==> config.mk <==
export PLATFORM = sky130hd
export DESIGN_NAME = fxp_pwm_driver
export DESIGN_NICKNAME = d
export VERILOG_FILES = /design/src/rtl/fxp_pkg.sv /design/src/rtl/fxp_sat_scale.sv /design/src/rtl/fxp_pwm_driver.sv
export SDC_FILE = /design/constraint.sdc
export NUM_CORES = 1
export LEC_CHECK = 0
export BUFFER_PORTS_ARGS = -buffer_cell sky130_fd_sc_hd__buf_2
export CAP_MARGIN = 20
export CORE_MARGIN = 8
export CORE_UTILIZATION = 42
export DETAILED_ROUTE_END_ITERATION = 12
export GPL_ROUTABILITY_DRIVEN = 0
export SETUP_SLACK_MARGIN = 0.15
export SYNTH_ARGS = -nofsm -noshare
export SYNTH_HDL_FRONTEND = slang
export SYNTH_SLANG_ARGS = --single-unit
==> constraint.sdc <==
create_clock -name clk -period 4.7 [get_ports clk]
set_clock_uncertainty 0.1 [all_clocks]
set_input_delay 0.47 -clock clk [delete_from_list [all_inputs] [get_ports clk]]
set_output_delay 0.47 -clock clk [all_outputs]
set_load 0.1 [all_outputs]
==> src/rtl/fxp_pkg.sv <==
// Shared fixed-point definitions for the control-loop datapath.
// Q-format defaults and the saturating clamp used by PID, Kalman and PWM.
package fxp_pkg;

    localparam int N_DEF = 32;
    localparam int Q_DEF = 18;
    localparam int ONE_Q = 1 << Q_DEF;

    function automatic logic signed [63:0] sat_clamp(
        input logic signed [63:0] x,
        input logic signed [63:0] lo,
        input logic signed [63:0] hi
    );
        if (x < lo) begin
            return lo;
        end else if (x > hi) begin
            return hi;
        end
        return x;
    endfunction

endpackage

==> src/rtl/fxp_sat_scale.sv <==
// Two-stage pipeline: clamp a signed Q word to [0, 1.0], then scale
// it to a PWM duty count. Saturation flags stick until the next word.
module fxp_sat_scale
    import fxp_pkg::*;
#(
    parameter int N      = N_DEF,
    parameter int Q      = Q_DEF,
    parameter int CNT_W  = 12,
    parameter int PERIOD = 4000
) (
    input  logic             clk,
    input  logic             reset,
    input  logic             in_valid,
    input  logic [N-1:0]     u,
    output logic             out_valid,
    output logic [CNT_W-1:0] duty,
    output logic             sat_hi,
    output logic             sat_lo
);

    localparam logic signed [63:0] ONE_L = 64'sd1 <<< Q;
    localparam int PW = Q + CNT_W;

    logic signed [63:0] u_ext;
    logic signed [63:0] u_clamp;
    logic [Q:0]         uc;
    logic               s1_vld;
    logic [PW-1:0]      prod;

    assign u_ext   = {{(64-N){u[N-1]}}, u};
    assign u_clamp = sat_clamp(u_ext, 64'sd0, ONE_L);

    always_ff @(posedge clk or negedge reset) begin
        if (!reset) begin
            uc     <= '0;
            s1_vld <= 1'b0;
            sat_hi <= 1'b0;
            sat_lo <= 1'b0;
        end else begin
            s1_vld <= in_valid;
            if (in_valid) begin
                uc     <= (Q+1)'(u_clamp);
                sat_hi <= (u_ext > ONE_L);
                sat_lo <= (u_ext < 64'sd0);
            end
        end
    end

    // uc <= 2^Q, so uc*PERIOD always fits in Q+CNT_W bits
    assign prod      = PW'(uc) * PW'(PERIOD);
    assign duty      = CNT_W'(prod >> Q);
    assign out_valid = s1_vld;

endmodule

==> src/rtl/fxp_pwm_driver.sv <==
// Actuator end of the control loop: accepts clamped/scaled control
// words and drives a fixed-period PWM updated only at period boundaries.
module fxp_pwm_driver
    import fxp_pkg::*;
#(
    parameter int N      = N_DEF,
    parameter int Q      = Q_DEF,
    parameter int CNT_W  = 12,
    parameter int PERIOD = 4000
) (
    input  logic             clk,
    input  logic             reset,
    input  logic             en,
    input  logic [N-1:0]     u_data,
    input  logic             u_valid,
    output logic             u_ready,
    output logic             pwm_out,
    output logic             period_start,
    output logic [CNT_W-1:0] duty_active,
    output logic             sat_hi,
    output logic             sat_lo
);

    localparam logic [CNT_W-1:0] LAST = CNT_W'(PERIOD - 1);

    logic [1:0]       busy_cnt;
    logic             xfer;
    logic             xfer_d;
    logic [N-1:0]     u_reg;
    logic             s2_vld;
    logic [CNT_W-1:0] s2_duty;
    logic [CNT_W-1:0] duty_pending;
    logic             pending_vld;
    logic [CNT_W-1:0] cnt;
    logic [CNT_W-1:0] cnt_nxt;
    logic [CNT_W-1:0] duty_nxt;
    logic             running;
    logic             run_nxt;
    logic             boundary;

    assign u_ready = (busy_cnt == 2'd0);
    assign xfer    = u_valid && u_ready;

    always_ff @(posedge clk or negedge reset) begin
        if (!reset) begin
            busy_cnt <= 2'd0;
            xfer_d   <= 1'b0;
            u_reg    <= '0;
        end else begin
            xfer_d <= xfer;
            if (xfer) begin
                busy_cnt <= 2'd2;
                u_reg    <= u_data;
            end else if (busy_cnt != 2'd0) begin
                busy_cnt <= busy_cnt - 2'd1;
            end
        end
    end

    fxp_sat_scale #(
        .N      (N),
        .Q      (Q),
        .CNT_W  (CNT_W),
        .PERIOD (PERIOD)
    ) u_sat_scale (
        .clk       (clk),
        .reset     (reset),
        .in_valid  (xfer_d),
        .u         (u_reg),
        .out_valid (s2_vld),
        .duty      (s2_duty),
        .sat_hi    (sat_hi),
        .sat_lo    (sat_lo)
    );

    // First enabled edge after idle starts a fresh period at cnt=0
    always_comb begin
        cnt_nxt  = cnt;
        run_nxt  = running;
        boundary = 1'b0;
        if (!en) begin
            cnt_nxt = '0;
            run_nxt = 1'b0;
        end else if (!running || cnt == LAST) begin
            cnt_nxt  = '0;
            run_nxt  = 1'b1;
            boundary = 1'b1;
        end else begin
            cnt_nxt = cnt + 1'b1;
        end
        duty_nxt = duty_active;
        if (boundary && pending_vld) begin
            duty_nxt = duty_pending;
        end
    end

    always_ff @(posedge clk or negedge reset) begin
        if (!reset) begin
            cnt          <= '0;
            running      <= 1'b0;
            duty_active  <= '0;
            duty_pending <= '0;
            pending_vld  <= 1'b0;
            pwm_out      <= 1'b0;
            period_start <= 1'b0;
        end else begin
            cnt          <= cnt_nxt;
            running      <= run_nxt;
            duty_active  <= duty_nxt;
            pwm_out      <= en && (cnt_nxt < duty_nxt);
            period_start <= boundary;
            // A word landing on a boundary edge waits for the next one
            if (s2_vld) begin
                duty_pending <= s2_duty;
                pending_vld  <= 1'b1;
            end else if (boundary) begin
                pending_vld <= 1'b0;
            end
        end
    end

endmodule
# --- Word-level counts from Yosys, hierarchy flattened ---
# Cells that the tools add are included.
word_totals:
  wordCells: 47
  ff_bits: 97
  inputBits: 36
classes:
  order_cmp: 3
  add_sub_neg: 2
  n_mux: 16
  n_eq_ne: 2
  reduce_logical: 9
  n_mul: 1
ops:
  columns: ["operator", "n"]
  rows:
  - ["19-bit 2-to-1 mux", 3]
  - ["12-bit 2-to-1 mux", 3]
  - ["32-bit by 20-bit greater-than comparator with 1-bit output (second input constant)", 1]
  - ["32-bit by 1-bit less-than comparator with 1-bit output (second input constant)", 1]
  - ["19-bit by 7-bit multiplier with 25-bit output (second input constant)", 1]
  - ["12-bit by 1-bit adder with 12-bit output (second input constant)", 1]
  - ["12-bit equality test (second input constant)", 1]
  - ["12-bit less-than comparator", 1]
  - ["1-bit 2-to-1 mux", 8]
  - ["2-bit nonzero test", 3]
  - ["2-bit 2-to-1 mux", 2]
  - ["1-bit logical AND", 3]
  - ["2-bit zero test", 1]
  - ["2-bit by 1-bit != test with 1-bit output (second input constant)", 1]
  - ["2-bit by 1-bit subtractor with 2-bit output (second input constant)", 1]
  - ["1-bit zero test", 1]
  - ["1-bit logical OR", 1]

# --- Depth between registers and ports, before layout ---
# Gate-level depths: netlist (run 1).
logic_depth:
  depth_word: 8
  mapped_depth: 16
  ltp_nobuf: 15

# --- Hierarchy ---
# From an unflattened synthesis (run 1), not the netlist that was laid out.
unflattened:
  cells_unflattened: 667
  hier_area_um2: 7449.6
modules_own_cells:
  columns: ["mod", "area_per_inst_um2", "cells_each", "instances", "seq_area_each_um2"]
  rows:
  - ["fxp_sat_scale", 4092.7, 419, 1, 550.5]
  - ["fxp_pwm_driver", 3357.0, 248, 1, 1876.8]

# --- Worst setup path before layout (run 1) ---
# OpenSTA, ideal clock, no wires.
synth_path:
  path_kind: "reg2reg"
  start: "register u_sat_scale.uc[5]"
  end: "register duty_pending[2]"
  arrival_ps: 4245
  required_time_ps: 4474
  path_stages_with_launch: 15
  setup_slack_ps: 229
  setup_time_ps: 126
  synth_period_minus_slack_ps: 4471
  cell_sequence: "dfrtp_1 -> inv_1 -> fa_1 -> fa_1 -> fa_1 -> fa_1 -> inv_1 -> ha_1 -> a211oi_1 -> nor2_1 -> or2_2 -> clkbuf_1 -> o211ai_1 -> nand2_1 -> a221o_1"
synth_via:
  elab_chain_len: 1
synth_lines:
  columns: ["item", "line", "text"]
  rows:
  - ["start: declaration", "fxp_sat_scale.sv:26", "logic [Q:0] uc;"]
  - ["start signal: assignment", "fxp_sat_scale.sv:42", "uc <= (Q+1)'(u_clamp);"]
  - ["19-bit by 7-bit multiplier with 25-bit output", "fxp_sat_scale.sv:50", "assign prod = PW'(uc) * PW'(PERIOD);"]
  - ["end signal: assignment", "fxp_pwm_driver.sv:114", "duty_pending <= s2_duty;"]
  - ["end: declaration", "fxp_pwm_driver.sv:32", "logic [CNT_W-1:0] duty_pending;"]
# No other way between the ends.
# A chain may end at the register's enable or synchronous reset.

# --- Worst setup path after layout (run 1) ---
layout_path:
  start: "register u_sat_scale.uc[2]"
  end: "register duty_pending[11]"
# Same word-level chain as after synthesis.

==> out/metrics.csv, run 1 <==
stage,metric,value,unit
sta,min_period,4.460,ns
floorplan,die-width,145.9,µm
global_route,grt_max_degree,66,
global_route,gr-usage-all-layers,14.16,%
synth,synth_nets,822,
layout,final_common_cell,inv_1,
critical_path,crit_family,adder cells,
sta,drv_slew,0,
drt,drcViolationCount,0,
pwr,vdd_drop_max,0.2973,mV
clocking,cts_tree,built,
layout,final_cell_mix,"inv_1 (106), dfrtp_1 (93), fa_1 (64), ha_1 (64), buf_2 (51)",
layout,fill_cells,1516,
layout,largest_register_ffs,32,
drt,wl_per_cell,15.50,µm
drt,firstDrtPassIters,4,
critical_path,crit_path_cell_trace,inv_1 > fa_1 > fa_1 > fa_1 > inv_1 > fa_1 > ha_1 > o21ai_2 > or2b_1 > o211a_1 > o311a_4 > or3_1 > and3_1,
sta,period_share,94.89,%
clocking,cts.sinks,97,
synth,avgSynthCellArea,10.84,µm²
drt,drt-total-wl,14710,µm
global_route,grt.overflow.total,0,
synth,synth_ff_type,dfrtp_1,
critical_path,cp.arrival,4.60,ns
synth,synth_edf_count,0,
synth,post_synth_instance_area,7088,µm²
synth,seq_area_frac_synth,34.25,%
critical_path,crit_buf_inv,2,
sta,max_slew.worst_pin.slew,0.8174,ns
sta,max_freq,224.2,MHz
clocking,clkTransAtPathRegs,0.07,ns
critical_path,cp_slowest_stage_delay,0.53,ns
critical_path,cp-startpoint,u_sat_scale.uc[2]$_DFFE_PN0P_,
critical_path,cpMostUsedCell,fa_1,
critical_path,required,4.84,ns
critical_path,cp_max_fo,5,
floorplan,fp.coreArea,16520,µm²
layout,seq_area,2432,µm²
synth,synthCells,654,
layout,nNetsFinal,892,
sta,finalHoldViolations,0,
clocking,htree_num_levels,3,
sta,relSlewSlack,45.51,%
global_route,antenna_found_initial,0,
drt,vias,4849,
pwr,power,3.015,mW
job,max-cap-violations,0,
layout,drive_gt1_share,22.22,%
clocking,worstSkewPairLatency,0.35,ns
floorplan,dieArea,21290,µm²
critical_path,r2r_start,u_sat_scale.uc[2]$_DFFE_PN0P_,
critical_path,critical_path_class,reg -> reg,
floorplan,die_y,145.9,µm
floorplan,start_util,42.89,%
synth,yosys_warnings,0,
sta,rsz0062_at_grt,yes,
clocking,root_buffer,clkbuf_16,
synth,synth_area_leaders,"dfrtp_1 (34%), fa_1 (18%), ha_1 (12%)",
global_route,grt_first_pass_wirelength,24800,µm
worst_hold_path,min_path_type,in -> async,
floorplan,io_pins,53,
layout,area_delta_synth_final,14.83,%
critical_path,slowest_stage,fa_1,
critical_path,startpoint_type,flip-flop,
clocking,cts_buffers,9,
drt,drt.antenna.violating_nets,0,
synth,netlist.area_leader.share,34.25,%
run_status,status,finished clean,
layout,num_antenna_cells,0,
place,portBuffers,52,
pwr,leakagePower,3.961,nW
sta,fin_setup_tns,0,ns
drt,vias_per_cell,5.110,
floorplan,fp-row-count,47,
critical_path,crit_path_end_kind,flip-flop,
clocking,clockBufferDepth,2,
drt,drtIter0Drc,176,
place,dpl.hpwl,11800,µm
synth,synth-seq-cells,97,
synth,postSynth.asyncResetShare,100.0,%
layout,multi_input_area,4238,µm²
synth,yosysTopAreaCell,dfrtp_1,
synth,ys_types,52,
pwr,p_per_area,370.4,nW/µm²
global_route,grt_pass1_vias,5157,
sta,setup_viol,0,
-- final timing paths --
check	cells past startpoint	slack [ns]	to
worst max-delay path	13	0.24	duty_pending[11]$_DFFE_PN0P_
worst min-delay path	1	0.10	cnt[11]$_DFF_PN0_
worst max register to register	13	0.24	duty_pending[11]$_DFFE_PN0P_
worst min register to register	1	0.39	duty_pending[0]$_DFFE_PN0P_
max in group asynchronous	2	3.43	u_sat_scale.uc[2]$_DFFE_PN0P_
min in group clk	1	0.21	running$_DFFE_PN0P_
-- per-layer routing --
layer | vias to the layer above | global-route usage [%] | wire length (µm)
met1 | 2392 | 18.07 | 6774
met4 | 0 | 5.154 | 298
met3 | 21 | 3.078 | 504
met5 | - | 0 | 0
met2 | 84 | 23.19 | 7136
li1 | 2352 | - | -
-- stage by stage --
| step | instances | hold WS [ns] | instance area [µm²] | utilization (%) | setup slack, ns |
|---|---|---|---|---|---|
| after detailed placement | 922 | 0.3804 | 7669 | 46.41 | 0.03022 |
| after global placement | 922 | 0.3584 | 7669 | 46.41 | 0.1250 |
| after global routing | 949 | 0.1744 | 8139 | 49.25 | 0.1260 |
| after floorplan | 654 | 0.07441 | 7088 | - | 0.2292 |
| after CTS | 939 | 0.1347 | 7981 | 48.30 | 0.1606 |
| final | 949 | 0.1046 | 8139 | 49.25 | 0.2403 |
-- cell type report --
| class | instances | share of cell area (%) |
|---|---|---|
| Sequential cell | 97 | 29.88 |
| Tap cell | 220 | 3.382 |
| Inverter | 115 | 5.334 |
| Clock buffer | 12 | 3.151 |
| Multi-Input combinational cell | 422 | 52.07 |
| Clock inverter | 4 | 0.4151 |
| Timing Repair Buffer | 79 | 5.765 |
-- cell usage after synthesis (all sizes together), types with 7 or more instances --
master  number
inv        115
dfrtp       97
ha          68
fa          64
mux2        33
nor2        29
nand2       26
a22o        19
nand3       19
a21oi       18
clkbuf      15
nor3        14
o21ai       14
mux2i       13
and3        10
nand4        9
xor2         9
nor4         8
a21o         7
o31ai        7
-- where the power goes --
| group | internal, mW | switching (mW) |
|---|---|---|
| registers | 1.07 | 0.174 |
| logic | 0.357 | 0.689 |
| clock network | 0.393 | 0.332 |
| total | 1.82 | 1.19 |
-- worst register-to-register path: cells and delay by family (launching register included) --
kind	cells	cell delay, ns
DFF	1	0.45
buffers and inverters	2	0.20
and+or+nand+nor	3	0.74
adders and majority gates	5	2.29
AOI/OAI and AO/OA	3	0.58
-- timing repair --
| item | 4_1_cts | 5_1_grt |
|---|---|---|
| hold buffers | 0 | 0 |
| endpoints found under the setup margin | 6 | 10 |
| buffers inserted | 1 | 9 |
| gates resized for setup | 9 | 24 |
| pin swaps | 1 | 7 |
-- cell families after synthesis --
family / share of synthesized area, %
adder cells (fa/ha/maj): 30.08
multiplexers: 7.079
buffers and inverters: 7.184
AO/OA/AOI/OAI: 10.06
flip-flops: 34.25
AND/OR/NAND/NOR: 9.497
XOR/XNOR: 1.854
(Power assumes the default switching activity.)
==> inputs of run 2 (changes only) <==
--- a/config.mk
+++ b/config.mk
@@ -11,6 +11,7 @@
 export CORE_UTILIZATION = 42
 export DETAILED_ROUTE_END_ITERATION = 12
 export GPL_ROUTABILITY_DRIVEN = 0
+export RECOVER_POWER = 100
 export SETUP_SLACK_MARGIN = 0.15
 export SYNTH_ARGS = -nofsm -noshare
 export SYNTH_HDL_FRONTEND = slang
==> run 2 against run 1 <==
The flow now finishes with violations (max-capacitance violations, max-slew violations). Design area shrank 0.69%. Sequential share of layout area up 0.19 points. Combinational power is essentially flat. Global-route usage unchanged. Die area did not move. Sequential cell count is the same. Wire length unchanged. Setup slack lost 0.037 ns. Largest power group unchanged. Sequential power hardly changed. Highest routed layer unchanged. Critical path depth is the same.
==> out/metrics.csv, run 2 (same netlist as run 1, synthesis figures left out) <==
stage,metric,value,unit,change
layout,drive_gt1_share,18.66,%,-3.6 points
drt,drt-total-wl,14710,µm,unchanged
sta,finalHoldViolations,0,,unchanged
sta,min_period,4.497,ns,+0.03747 ns
global_route,antenna_found_initial,0,,unchanged
sta,period_share,95.68,%,+0.80 points
global_route,gr-usage-all-layers,14.16,%,unchanged
floorplan,fp.coreArea,16520,µm²,unchanged
clocking,cts_buffers,9,,unchanged
pwr,vdd_drop_max,0.3017,mV,+1.5%
floorplan,start_util,42.89,%,unchanged
critical_path,cpMostUsedCell,fa_1,,
critical_path,slowest_stage,fa_1,,
layout,design_area,8083,µm²,-0.69%
floorplan,fp-row-count,47,,unchanged
run_status,status,"finished, violations left",,
floorplan,die-width,145.9,µm,unchanged
sta,rsz0062_at_grt,yes,,
critical_path,required,4.84,ns,about the same
job,max-cap-violations,2,,+2
sta,setup_viol,0,,unchanged
drt,wl_per_cell,15.50,µm,unchanged
worst_hold_path,min_path_type,in -> reg,,
sta,max_slew.worst_pin.slew,3.445,ns,+2.627 ns
global_route,grt_first_pass_wirelength,24800,µm,unchanged
layout,nNetsFinal,892,,unchanged
layout,final_cell_mix,"inv_1 (106), dfrtp_1 (94), ha_1 (65)",,
clocking,cts.sinks,97,,unchanged
place,dpl.hpwl,11800,µm,unchanged
place,placed_area,7669,µm²,unchanged
layout,fill_cells,1535,,+1.3%
drt,firstDrtPassIters,4,,unchanged
critical_path,crit_path_end_kind,flip-flop,,
critical_path,reg2regPathDepth,13,,unchanged
global_route,grt.overflow.total,0,,unchanged
critical_path,crit_path_cell_trace,inv_1 > fa_1 > fa_1 > fa_1 > inv_1 > fa_1 > ha_1 > o21ai_2 > or2b_1 > o211a_1 > o311a_4 > or3_1 > and3_1,,
critical_path,startpoint_type,flip-flop,,
drt,drt.antenna.violating_nets,0,,unchanged
global_route,grt_max_degree,66,,unchanged
clocking,htree_num_levels,3,,unchanged
sta,max_freq,222.4,MHz,-0.83%
sta,relSlewSlack,-129.6,%,-180 points
floorplan,die_y,145.9,µm,unchanged
critical_path,cp_slowest_stage_delay,0.53,ns,about the same
floorplan,dieArea,21290,µm²,unchanged
clocking,clkTransAtPathRegs,0.07,ns,about the same
floorplan,io_pins,53,,unchanged
global_route,grt_pass1_vias,5157,,unchanged
clocking,root_buffer,clkbuf_16,,
drt,drtIter0Drc,178,,+1.1%
drt,vias_per_cell,5.112,,about the same
clocking,cts_tree,built,,
clocking,holdBufCountCts,0,,unchanged
pwr,p_per_area,371.4,nW/µm²,+0.28%
layout,final_common_cell,inv_1,,
sta,fin_setup_tns,0,ns,unchanged
worst_hold_path,hold_depth,3,,
place,portBuffers,52,,unchanged
critical_path,cp_max_fo,5,,unchanged
layout,area_delta_synth_final,14.03,%,
drt,vias,4851,,+0.041%
critical_path,critical_path_class,reg -> reg,,
sta,drv_slew,99,,+99
layout,num_antenna_cells,0,,unchanged
clocking,worstSkewPairLatency,0.35,ns,about the same
layout,largest_register_ffs,32,,unchanged
critical_path,cp.arrival,4.64,ns,+0.04 ns
layout,finish.utilization,48.91,%,-0.34 points
run_status,failed_checks,"max-capacitance violations, max-slew violations",,
drt,drcViolationCount,0,,unchanged
clocking,clockBufferDepth,2,,unchanged
pwr,leakagePower,3.883,nW,-2.0%
## run 2: repair_timing
item	4_1_cts	5_1_grt
hold endpoints to repair	0	0
endpoints found under the setup margin	6	10
pin swaps	1	7
setup buffers	1	9
resized for setup	9	24
## run 2: metrics by stage
step	instances	hold WS, ns	total power, mW	worst slack, ns
floorplan	654	0.07441	2.055	0.2292
global placement	922	0.3584	2.274	0.1250
detailed placement	922	0.3804	2.310	0.03022
CTS	939	0.1347	3.057	0.1606
global route	949	0.2372	3.194	0.06710
finish	949	0.2432	3.002	0.2028
## run 2: area by class of cell
cell class	instances	area [µm²]	share of cell area (%)
clock buffers	12	256.5	3.173
clock inverters	4	33.78	0.4180
inverters	115	434.2	5.372
multi-input cells	422	4227	52.29
flip-flops and latches	97	2431	30.08
well taps	220	275.3	3.406
repair buffers	79	425.4	5.263
## run 2: worst max-delay path, delay by kind of cell (launching register included)
| family | cells | cell delay, ns |
|---|---|---|
| adders and majority gates | 5 | 2.33 |
| and+or+nand+nor | 3 | 0.74 |
| DFF | 1 | 0.45 |
| AOI/OAI and AO/OA | 3 | 0.58 |
| buffers and inverters | 2 | 0.19 |
## run 2: layer usage
layer	up-vias	wire length (µm)	share of wire (%)	global-route usage [%]
met4	0	293	2.0	5.154
met5	-	0	0	0
met2	77	7179	49	23.19
li1	2354	-	-	-
met1	2399	6786	46	18.07
met3	21	454	3.1	3.078
## run 2: report_power, final
part / switching (mW) / total [mW] / internal [mW]
sequential: 0.175 / 1.24 / 1.07
combinational: 0.689 / 1.03 / 0.344
clock: 0.332 / 0.725 / 0.393
total: 1.20 / 3.00 / 1.81
## run 2: path summary, 6_finish.rpt
kind,slack (ns),to,from
min reg2reg,0.39,duty_pending[0]$_DFFE_PN0P_,duty_pending[0]$_DFFE_PN0P_
min,0.24,u_reg[31]$_DFFE_PN0P_,u_data[31]
max,0.20,duty_pending[11]$_DFFE_PN0P_,u_sat_scale.uc[2]$_DFFE_PN0P_
max in group asynchronous,1.07,u_sat_scale.uc[1]$_DFFE_PN0P_,reset
max reg2reg,0.20,duty_pending[11]$_DFFE_PN0P_,u_sat_scale.uc[2]$_DFFE_PN0P_
min in group asynchronous,1.18,cnt[11]$_DFF_PN0_,reset
==> inputs of run 3 (changes only) <==
--- a/config.mk
+++ b/config.mk
@@ -7,12 +7,16 @@
 export LEC_CHECK = 0
 export BUFFER_PORTS_ARGS = -buffer_cell sky130_fd_sc_hd__buf_2
 export CAP_MARGIN = 20
+export CELL_PAD_IN_SITES_DETAIL_PLACEMENT = 1
+export CELL_PAD_IN_SITES_GLOBAL_PLACEMENT = 1
 export CORE_MARGIN = 8
 export CORE_UTILIZATION = 42
 export DETAILED_ROUTE_END_ITERATION = 12
 export GPL_ROUTABILITY_DRIVEN = 0
+export PLACE_DENSITY = 0.79
 export RECOVER_POWER = 100
 export SETUP_SLACK_MARGIN = 0.15
+export SKIP_CTS_REPAIR_TIMING = 1
 export SYNTH_ARGS = -nofsm -noshare
 export SYNTH_HDL_FRONTEND = slang
 export SYNTH_SLANG_ARGS = --single-unit
==> run 3 against run 2 <==
Sequential power is essentially flat. The flow still finishes with violations (max-capacitance violations, max-slew violations). Hold slack lost 0.0043 ns. Sequential cell count is the same. Sequential share of layout area shrank 0.42 points. Critical path depth grew 1. Die area is the same. Cell count grew 0.84%. Largest cell class unchanged.
==> out/metrics.csv, run 3 (same netlist as run 1, synthesis figures left out) <==
stage,metric,value,unit,change
critical_path,cp_slowest_stage_delay,0.54,ns,about the same
place,dpl.hpwl,13720,µm,+16%
critical_path,required,4.84,ns,about the same
global_route,grt_busiest_layer,met2,,
run_status,status,"finished, violations left",,
global_route,grtUsageMet1,19.13,%,+1.1 points
critical_path,slowest_stage,fa_1,,
floorplan,start_util,42.89,%,unchanged
global_route,grt_util_met2,29.93,%,+6.7 points
clocking,clkTransAtPathRegs,0.07,ns,about the same
critical_path,crit_path_end_kind,flip-flop,,
critical_path,crit_family,adder cells,,
floorplan,die-width,145.9,µm,unchanged
clocking,clockBufferDepth,2,,unchanged
layout,largest_register_ffs,32,,unchanged
sta,drv_slew,90,,-9.1%
critical_path,crit_buf_inv,3,,+1
sta,fin_hold_ws,0.2389,ns,-0.004306 ns
floorplan,fp.coreArea,16520,µm²,unchanged
global_route,grt_pass1_vias,5826,,+13%
drt,firstDrtPassIters,4,,unchanged
sta,max_freq,222.6,MHz,+0.13%
global_route,gr-usage-all-layers,16.75,%,+2.6 points
sta,finalHoldViolations,0,,unchanged
floorplan,dieArea,21290,µm²,unchanged
critical_path,cpMostUsedCell,fa_1,,
floorplan,die_y,145.9,µm,unchanged
pwr,leakagePower,3.914,nW,+0.81%
drt,wl_per_cell,18.78,µm,+21%
layout,num_antenna_cells,0,,unchanged
sta,rsz0062_at_grt,no,,
layout,design_area,8215,µm²,+1.6%
drt,drtIter0Drc,258,,+45%
critical_path,cp_max_fo,5,,unchanged
global_route,grt.overflow.total,0,,unchanged
worst_hold_path,min_path_type,in -> reg,,
layout,drive_gt1_share,21.71,%,+3.1 points
place,placed_area,7676,µm²,about the same
floorplan,fp-row-count,47,,unchanged
critical_path,cp.arrival,4.63,ns,about the same
drt,drt-total-wl,17980,µm,+22%
layout,seq_area,2436,µm²,+0.21%
clocking,htree_num_levels,3,,unchanged
sta,setup_viol,0,,unchanged
run_status,failed_checks,"max-capacitance violations, max-slew violations",,
job,max-cap-violations,2,,unchanged
clocking,cts_buffers,9,,unchanged
floorplan,io_pins,53,,unchanged
sta,period_share,95.56,%,-0.12 points
pwr,p_per_area,370.5,nW/µm²,-0.26%
layout,multi_input_area,4287,µm²,+1.4%
global_route,grt_util_met3,3.420,%,+0.34 points
clocking,root_buffer,clkbuf_16,,
drt,vias,5104,,+5.2%
layout,fill_cells,1832,,+19%
place,portBuffers,52,,unchanged
clocking,worstSkewPairLatency,0.36,ns,about the same
sta,relSlewSlack,-101.5,%,+28 points
global_route,grt_max_degree,57,,-14%
global_route,antenna_found_initial,0,,unchanged
critical_path,critical_path_class,reg -> reg,,
global_route,grt_first_pass_wirelength,28970,µm,+17%
critical_path,crit_path_cell_trace,clkinv_4 > fa_1 > fa_1 > fa_1 > fa_1 > inv_1 > ha_4 > nand4_1 > clkbuf_4 > nor2_1 > o211a_1 > o311a_1 > or3_1 > and3_1,,
sta,max_slew.worst_pin.slew,3.022,ns,-0.4224 ns
pwr,power,3.043,mW,+1.4%
sta,min_period,4.491,ns,-0.005792 ns
clocking,cts.sinks,97,,unchanged
drt,drcViolationCount,0,,unchanged
drt,vias_per_cell,5.333,,+4.3%
drt,drt.antenna.violating_nets,0,,unchanged
pwr,vdd_drop_max,0.4270,mV,+42%
critical_path,startpoint_type,flip-flop,,
layout,area_delta_synth_final,15.90,%,
layout,final_cell_mix,"inv_1 (103), dfrtp_1 (90), fa_1 (64)",,
layout,nNetsFinal,900,,+0.90%
clocking,cts_tree,built,,
layout,final_common_cell,inv_1,,
==> run 3: cell types whose count changed in the layout (fill, tap and decap cells not counted), sizes merged <==
cell      delta
clkinvlp     +1
buf          +7
clkbuf       -1
clkinv       +1
==> run 3: metrics by stage <==
| step | setup slack (ns) | TNS (ns) | util [%] | instances |
|---|---|---|---|---|
| 2_1_floorplan | 0.2292 | 0 | - | 654 |
| 3_3_place_gp | 0.1216 | 0 | 46.45 | 923 |
| 3_5_place_dp | -0.07821 | -0.2300 | 46.45 | 923 |
| 4_1_cts | -0.1174 | -0.4169 | 48.18 | 939 |
| 5_1_grt | 0.07021 | 0 | 49.72 | 957 |
| 6_report | 0.2086 | 0 | 49.72 | 957 |
==> run 3: worst paths after layout <==
kind	startpoint	to	slack [ns]	cells past startpoint
worst max-delay path	u_sat_scale.uc[5]$_DFFE_PN0P_	duty_pending[11]$_DFFE_PN0P_	0.21	14
worst min-delay path	u_data[0]	u_reg[0]$_DFFE_PN0P_	0.24	2
worst max register to register	u_sat_scale.uc[5]$_DFFE_PN0P_	duty_pending[11]$_DFFE_PN0P_	0.21	14
worst min register to register	xfer_d$_DFF_PN0_	u_sat_scale.out_valid$_DFF_PN0_	0.35	0
max in group asynchronous	reset	u_sat_scale.uc[3]$_DFFE_PN0P_	1.18	2
min in group asynchronous	reset	cnt[11]$_DFF_PN0_	1.00	1
==> run 3: per-layer routing <==
metal	share of wire (%)	up-vias
met4	2.9	0
met5	0	-
met3	3.5	43
li1	-	2370
met1	41	2585
met2	53	106
==> run 3: power breakdown <==
part | total [mW] | leakage [nW] | internal, mW | switching (mW)
Combinational | 1.07 | 2.54 | 0.353 | 0.718
Clock | 0.718 | 0.136 | 0.378 | 0.340
Sequential | 1.25 | 1.23 | 1.07 | 0.185
Total | 3.04 | 3.91 | 1.80 | 1.24
==> run 3: cell type report <==
class                           instances  share of cell area, %
Multi-Input combinational cell        422                  52.18
Sequential cell                        97                  29.65
Timing Repair Buffer                   87                  5.909
Inverter                              115                  5.437
Tap cell                              220                  3.351
Clock buffer                           10                  2.909
Clock inverter                          6                 0.5635
